===== src/rtl/pipe_hazard_ctrl.sv =====
// Pipeline sequencer for the 5-stage core: PC/IF_ID/ID_EX enables, flush and bubbles,
// load-use detection and the mult/div busy sequencer that guards HI/LO consumers.
module pipe_hazard_ctrl #(
  parameter int MUL_CYCLES = 4,
  parameter int DIV_CYCLES = 32,
  parameter int CNT_W      = 6,
  parameter int PERF_W     = 16
) (
  input  logic              clk,
  input  logic              rst,
  input  logic [4:0]        id_rs,
  input  logic [4:0]        id_rt,
  input  logic              id_uses_rt,
  input  logic              id_md_start,
  input  logic              id_md_div,
  input  logic              id_uses_hilo,
  input  logic              ex_memr,
  input  logic [4:0]        ex_rd,
  input  logic              ex_redirect,
  output logic              pc_wr_en,
  output logic              if_id_wr,
  output logic              if_id_flush,
  output logic              id_ex_bubble,
  output logic              md_issue,
  output logic              md_busy,
  output logic              md_done,
  output logic [PERF_W-1:0] stall_cnt
);

  typedef enum logic {S_IDLE, S_BUSY} md_state_e;

  localparam logic [CNT_W-1:0] MUL_LOAD = CNT_W'(MUL_CYCLES - 1);
  localparam logic [CNT_W-1:0] DIV_LOAD = CNT_W'(DIV_CYCLES - 1);

  md_state_e          state_q, state_d;
  logic [CNT_W-1:0]   cnt_q, cnt_d;
  logic               busy_q, busy_d;
  logic               done_q, done_d;
  logic [PERF_W-1:0]  stall_cnt_q, stall_cnt_d;

  logic lu, mdh, stall, issue;

  function automatic logic [PERF_W-1:0] sat_inc(input logic [PERF_W-1:0] v);
    sat_inc = (&v) ? v : v + 1'b1;
  endfunction

  // Hazard detection and pipeline control for the current cycle; everything is
  // held inactive while rst is asserted.
  always_comb begin
    lu    = ex_memr && (ex_rd != 5'd0) &&
            ((ex_rd == id_rs) || (id_uses_rt && (ex_rd == id_rt)));
    mdh   = busy_q && !done_q && (id_uses_hilo || id_md_start);
    stall = !ex_redirect && (mdh || lu);
    // mdh already covers a start arriving while the unit is still occupied.
    issue = rst && id_md_start && !ex_redirect && !lu && !mdh;

    pc_wr_en     = rst && !stall;
    if_id_wr     = rst && !stall;
    if_id_flush  = rst && ex_redirect;
    id_ex_bubble = rst && (ex_redirect || stall);
    md_issue     = issue;
    md_busy      = busy_q;
    md_done      = done_q;
    stall_cnt    = stall_cnt_q;
  end

  always_comb begin
    state_d = state_q;
    cnt_d   = cnt_q;
    case (state_q)
      S_IDLE: begin
        if (issue) begin
          state_d = S_BUSY;
          cnt_d   = id_md_div ? DIV_LOAD : MUL_LOAD;
        end
      end
      S_BUSY: begin
        if (cnt_q == '0) begin
          // Final cycle: a waiting start reloads without an idle gap.
          if (issue) begin
            cnt_d = id_md_div ? DIV_LOAD : MUL_LOAD;
          end else begin
            state_d = S_IDLE;
          end
        end else begin
          cnt_d = cnt_q - 1'b1;
        end
      end
      default: begin
        state_d = S_IDLE;
        cnt_d   = '0;
      end
    endcase
    busy_d      = (state_d == S_BUSY);
    done_d      = busy_d && (cnt_d == '0);
    stall_cnt_d = pc_wr_en ? stall_cnt_q : sat_inc(stall_cnt_q);
  end

  always_ff @(posedge clk or negedge rst) begin
    if (!rst) begin
      state_q <= S_IDLE;
      cnt_q   <= '0;
      busy_q  <= 1'b0;
      done_q  <= 1'b0;
    end else begin
      state_q <= state_d;
      cnt_q   <= cnt_d;
      busy_q  <= busy_d;
      done_q  <= done_d;
    end
  end

  always_ff @(posedge clk or negedge rst) begin
    if (!rst) begin
      stall_cnt_q <= '0;
    end else begin
      stall_cnt_q <= stall_cnt_d;
    end
  end

endmodule


===== config.mk =====
export PLATFORM = sky130hd
export DESIGN_NAME = pipe_hazard_ctrl
export DESIGN_NICKNAME = d
export VERILOG_FILES = /design/src/rtl/pipe_hazard_ctrl.sv
export SDC_FILE = /design/constraint.sdc
export NUM_CORES = 1
export LEC_CHECK = 0
export BUFFER_PORTS_ARGS = -buffer_cell sky130_fd_sc_hd__clkbuf_2
export CORE_UTILIZATION = 50
export DETAILED_ROUTE_END_ITERATION = 10
export GPL_TIMING_DRIVEN = 0
export PLACE_DENSITY = 0.79
export RECOVER_POWER = 50
export SLEW_MARGIN = 20
export SYNTH_ARGS = -nofsm -noshare
export SYNTH_HDL_FRONTEND = slang
export SYNTH_SLANG_ARGS = --single-unit

===== constraint.sdc =====
create_clock -name clk -period 2.3 [get_ports clk]
set_input_delay 0.345 -clock clk [delete_from_list [all_inputs] [get_ports clk]]
set_output_delay 0.345 -clock clk [all_outputs]
set_load 0.1 [all_outputs]

### Word level (Yosys, flattened, before mapping)

Cells that the tools add are included.

| word-level totals | value |
|---|---|
| word-level logic and storage cells | 46 |
| output and inout bits | 23 |
| register bits after elaboration | 24 |
| input bits | 23 |

| operators by class | value |
|---|---|
| reductions and logical operators | 28 |
| add/sub/neg operators | 2 |
| multiplexer cells | 7 |
| eq/ne operators | 2 |
| bitwise operators | 3 |

Operators by type and width:

| kind | count |
|---|---|
| adder 16 x 1 -> 16 bit (second input constant) | 1 |
| AND reduction 16 bit | 1 |
| logical AND 1 bit | 14 |
| logical NOT 6 bit | 2 |
| 2-to-1 mux 6 bit | 2 |
| one-hot mux 6 bit (2 select lines) | 1 |
| equality test 5 bit | 2 |
| subtractor 6 x 1 -> 6 bit (second input constant) | 1 |
| logical NOT 1 bit | 5 |
| 2-to-1 mux 5 bit | 1 |
| nonzero test 5 bit | 1 |
| logical OR 1 bit | 4 |
| inverter 1 bit | 3 |
| 2-to-1 mux 1 bit | 2 |
| one-hot mux 1 bit (2 select lines) | 1 |
| AND reduction 2 bit | 1 |

### Longest topological paths before layout

| logic depth | value |
|---|---|
| depth after elaboration | 12 |
| gate-level depth with buffers | 9 |
| depth with buffers taken out | 7 |

### Least setup slack after synthesis

Ideal clock, no wire load.

| timing path | value |
|---|---|
| path type | register to output |
| from | reg done_q, in the netlist md_done |
| to | out pc_wr_en |
| arrival | 4259 ps |
| path buffers | 1 |
| stages on the path, launching flop included | 6 |
| required time | 1955 ps |
| setup slack | -2304 ps |
| cell sequence | dfrtp_1 -> nor2_1 -> o21ai_0 -> o21ai_0 -> a21boi_0 -> buf_4 |

| on the way | value |
|---|---|
| cells in the longest elaborated chain, start to end | 7 |

RTL lines:

| element | line | RTL |
|---|---|---|
| from (decl) | 38 | `logic done_q, done_d;` |
| from (signal assigned) | 109 | `done_q <= done_d;` |
| logical NOT 1 bit | 52 | `mdh = busy_q && !done_q && (id_uses_hilo \|\| id_md_start);` |
| logical AND 1 bit (2 in a row) | 52 |  |
| logical OR 1 bit | 53 | `stall = !ex_redirect && (mdh \|\| lu);` |
| logical AND 1 bit | 53 |  |
| logical NOT 1 bit | n/a |  |
| logical AND 1 bit | n/a |  |
| to (decl) | 20 | `output logic pc_wr_en,` |

No other way between the ends.

### Worst setup path after layout

| timing path | value |
|---|---|
| from | reg busy_q, in the netlist md_busy |
| to | out pc_wr_en |

| on the way | value |
|---|---|
| cells in the longest elaborated chain, start to end | 6 |

RTL lines:

| element | line | RTL |
|---|---|---|
| from (decl) | 37 | `logic busy_q, busy_d;` |
| from (signal assigned) | 108 | `busy_q <= busy_d;` |
| logical AND 1 bit (2 in a row) | 52 |  |
| logical OR 1 bit | 53 |  |
| logical AND 1 bit | 53 |  |
| logical NOT 1 bit | 57 | `pc_wr_en = rst && !stall;` |
| logical AND 1 bit | 57 |  |

No other way between the ends.

==> impl_metrics.csv <==
group,metric,value,unit
status,run_status,"finished, final reports clean",
detailed_routing,post_drt_wl_per_cell,14.3,um
power,pwr-share-seq,32.7,%
place,post-place-ws,-0.105,ns
floorplanning,num_rows,18,
grt,global_route.usage.met2,36.3,%
timing,totalNegativeSetupSlack,0,ns
worst_setup_path,r2r_setup_slk,0.13,ns
worst_setup_path,rr_endpoint,"stall_cnt[12]",
synthesis,synthArstFlopShare,100,%
floorplanning,design.die.area,3000,um2
synthesis,mappedNetlistNets,167,
synthesis,cell_type_contributing_the_most_total_cell_area_after_synthesis,"dfrtp_1",
worst_setup_path,crit_fanout,6,
synthesis,register_bit_count_reported_by_yosys,24,
place,post-dp-hpwl,2370,um
worst_setup_path,crit_arrival,1.87,ns
synthesis,yosys-top-cells-count,"dfrtp_1 (24), xnor2_1 (15), nor2_1 (12), nand2_1 (11), xor2_1 (10)",
floorplanning,die_h,54.8,um
synthesis,number_of_enable_flip_flop_cells_after_synthesis,0,
grt,grt_pass1_vias,1005,
clock_tree,clk_transition_reported_paths,0.13,ns
run,maxCapViolations,0,
worst_setup_path,critical_path_class,"flip-flop to output port",
power,p_sw_share,51.6,%
synthesis,synth.yosys.warnings,0,
finish,antenna_cells,0,
place,io_buffers,45,
worst_setup_path,worst_r2r_path_depth,9,
finish,synthToLayoutAreaGrowth,33.6,%
detailed_routing,drt_first_iter_violations,27,
finish,num-fill-cells,182,
synthesis,yosysUniqueCellTypes,36,
detailed_routing,vias_cell,5.44,
timing,finalHoldViolCount,0,
synthesis,postSynthAreaPerCell,9.87,um2
synthesis,synth.cell_area,1390,um2
timing,rsz_0062_raised_after_global_routing,"true",
grt,grt.met1_usage,27.6,%
floorplanning,overall_die_width,54.8,um
detailed_routing,drt.antenna.violating_nets,0,
finish,layoutNonFillerInstCount,221,
floorplanning,coreArea,2540,um2
power,power,2.14,mW
grt,gr-total-overflow,0,
worst_setup_path,setup.worst_path.end_class,"output port",
finish,final_net_count,218,
clock_tree,clockBufferDepth,2,
clock_tree,cts_num_sinks,24,
timing,setup_viol,0,
power,switchingPower,1.10,mW
timing,slew_violations,0,
detailed_routing,wl,3160,um
grt,grt_antenna_before_repair,0,
timing,maxClockFrequency,0.451,GHz
min_path,holdCritPathClass,"input port to async pin",
synthesis,prevailing_post_synth_register_cell,"dfrtp_1",
finish,fraction_of_final_layout_cells_with_drive_strength_greater_than_1,45.5,%
power,p_clk_share,14.3,%
synthesis,postSynthCellCount,141,
detailed_routing,number_of_optimization_iterations_in_the_first_detailed_route_pass,4,
floorplanning,number_of_top_level_pins,46,
worst_setup_path,critical_path.reg2reg.startpoint,"stall_cnt[0]",
grt,grt_pass1_wl,4590,um
floorplanning,start_util,54.7,%
clock_tree,cts_bufs_inserted,3,
synthesis,synth.most_common_cell,"dfrtp_1",
finish,postLayoutCellArea,1860,um2
clock_tree,cts.root.buffer_cell,"clkbuf_4",
clock_tree,tritoncts_clock_tree,"yes",
worst_setup_path,launching_instance_or_port_of_the_critical_path,"md_busy",
detailed_routing,vias,1202,
synthesis,synth_sequential_area_ratio,43.2,%
timing,slew_headroom,58.3,%
timing,period_share,96.4,%
place,post_dp_cell_area,1750,um2
timing,whs,0.00861,ns
worst_setup_path,critPathLaunchType,"flip-flop",
power,cell_internal_pwr,1.03,mW
worst_setup_path,crit_end,"pc_wr_en",
clock_tree,worst_skew_pair.late_latency,0.32,ns
synthesis,post_synth_main_area_contributors,"dfrtp_1 (43%), xnor2_1 (9.4%), xor2_1 (6.3%)",
place,dpl.cell_count,216,
timing,worst_pin_slew,0.623,ns
grt,grt_max_degree,30,
finish,fin_util,73.1,%
synthesis,synth_top_area_share,43.2,%
timing,fin_worst_skew,0.00401,ns
power,power.ir.vdd_worst,0.00166,V
timing,post-route-min-period,2.22,ns
grt,global_route.usage.met3,5.28,%
grt,highest_utilization_routing_layer_at_the_global_route_stage,"met2",
place,gp_congestion,0.797,
power,power.leakage,0.826,nW
detailed_routing,drc_errors,0,
worst_setup_path,cp_data_required_time,1.96,ns
grt,grt_util_all_layers,21.7,%
clock_tree,cts-htree-levels,1,
power,p_comb_share,52.9,%
power,power_density,1150,nW/um2
timing,final_critical_path_setup_slack,0.0830,ns
-- critical path, stage by stage (launching register included) --
cell      delay (ns)
dfrtp_4         0.53
inv_1           0.14
nor2_4          0.07
o21ai_0         0.14
o21ai_2         0.15
a21boi_4        0.20
buf_12          0.12
buf_8           0.18
-- cell usage in the layout, fill, tap and decap left out, drive strengths merged, types with 3 or more instances in the layout --
| cell | Yosys | routed |
|---|---|---|
| clkbuf | 0 | 44 |
| dfrtp | 24 | 24 |
| xnor2 | 15 | 15 |
| nand2 | 12 | 12 |
| nor2 | 12 | 12 |
| xor2 | 10 | 10 |
| nand3 | 9 | 9 |
| nand4 | 8 | 8 |
| buf | 3 | 8 |
| nor3 | 6 | 6 |
| inv | 5 | 5 |
| o21ai | 5 | 5 |
| a21oi | 4 | 4 |
| nor4 | 4 | 4 |
| and3 | 3 | 3 |
| ha | 3 | 3 |
-- final cells by class --
type | instances | area (um2) | area share, %
Buffer | 3 | 46.3 | 2.49
Inverter | 5 | 18.8 | 1.01
Multi-Input combinational cell | 109 | 806 | 43.3
Clock buffer | 3 | 22.5 | 1.21
Clock inverter | 1 | 30.0 | 1.62
Timing Repair Buffer | 46 | 258 | 13.9
Sequential cell | 24 | 641 | 34.5
Tap cell | 30 | 37.5 | 2.02
-- registers in the layout, indices dropped and copies added (netlist names) --
name	flops
md_busy	1
md_done	1
stall_cnt	16
cnt_q	6
-- cells by family after synthesis --
kind of cell / Yosys count / share of synthesized area, %
fa+ha+maj: 3 / 2.70
xor+xnor: 25 / 15.7
compound gates: 18 / 9.44
flops: 24 / 43.2
mux: 1 / 0.809
buf+inv: 8 / 3.78
simple gates: 62 / 24.4
-- how the worst min path moves through the flow --
stage	start	endpoint	slack, ns	depth (start not counted)
finish	rst	cnt_q[3]	0.009	1
global route	rst	md_busy	0.03	1
CTS	rst	cnt_q[3]	0.05	1
detailed placement	rst	cnt_q[3]	0.41	1
global placement	rst	cnt_q[0]	0.40	1
floorplan	rst	cnt_q[0]	0.05	0
-- metal layers --
layer	vias up	part of all wire, %
li1	595	-
met4	0	0.60
met3	2	3.4
met1	584	42
met2	21	54
met5	-	0
-- power by group through the flow --
stage	clock [mW]	combinational, mW	sequential (mW)
2_1_floorplan	0	0.424	1.15
3_3_place_gp	0	1.05	0.691
3_5_place_dp	0	1.08	0.701
4_1_cts	0.312	1.10	0.693
5_1_grt	0.332	1.19	0.723
6_report	0.306	1.13	0.699
-- repair_timing --
action | CTS | global route
cloned | 0 | 0
endpoints found under the setup margin | 4 | 7
resized for setup | 7 | 10
hold buffers | 0 | 0
pin swaps | 0 | 3
setup buffers | 0 | 1
(Power assumes the default switching activity.)
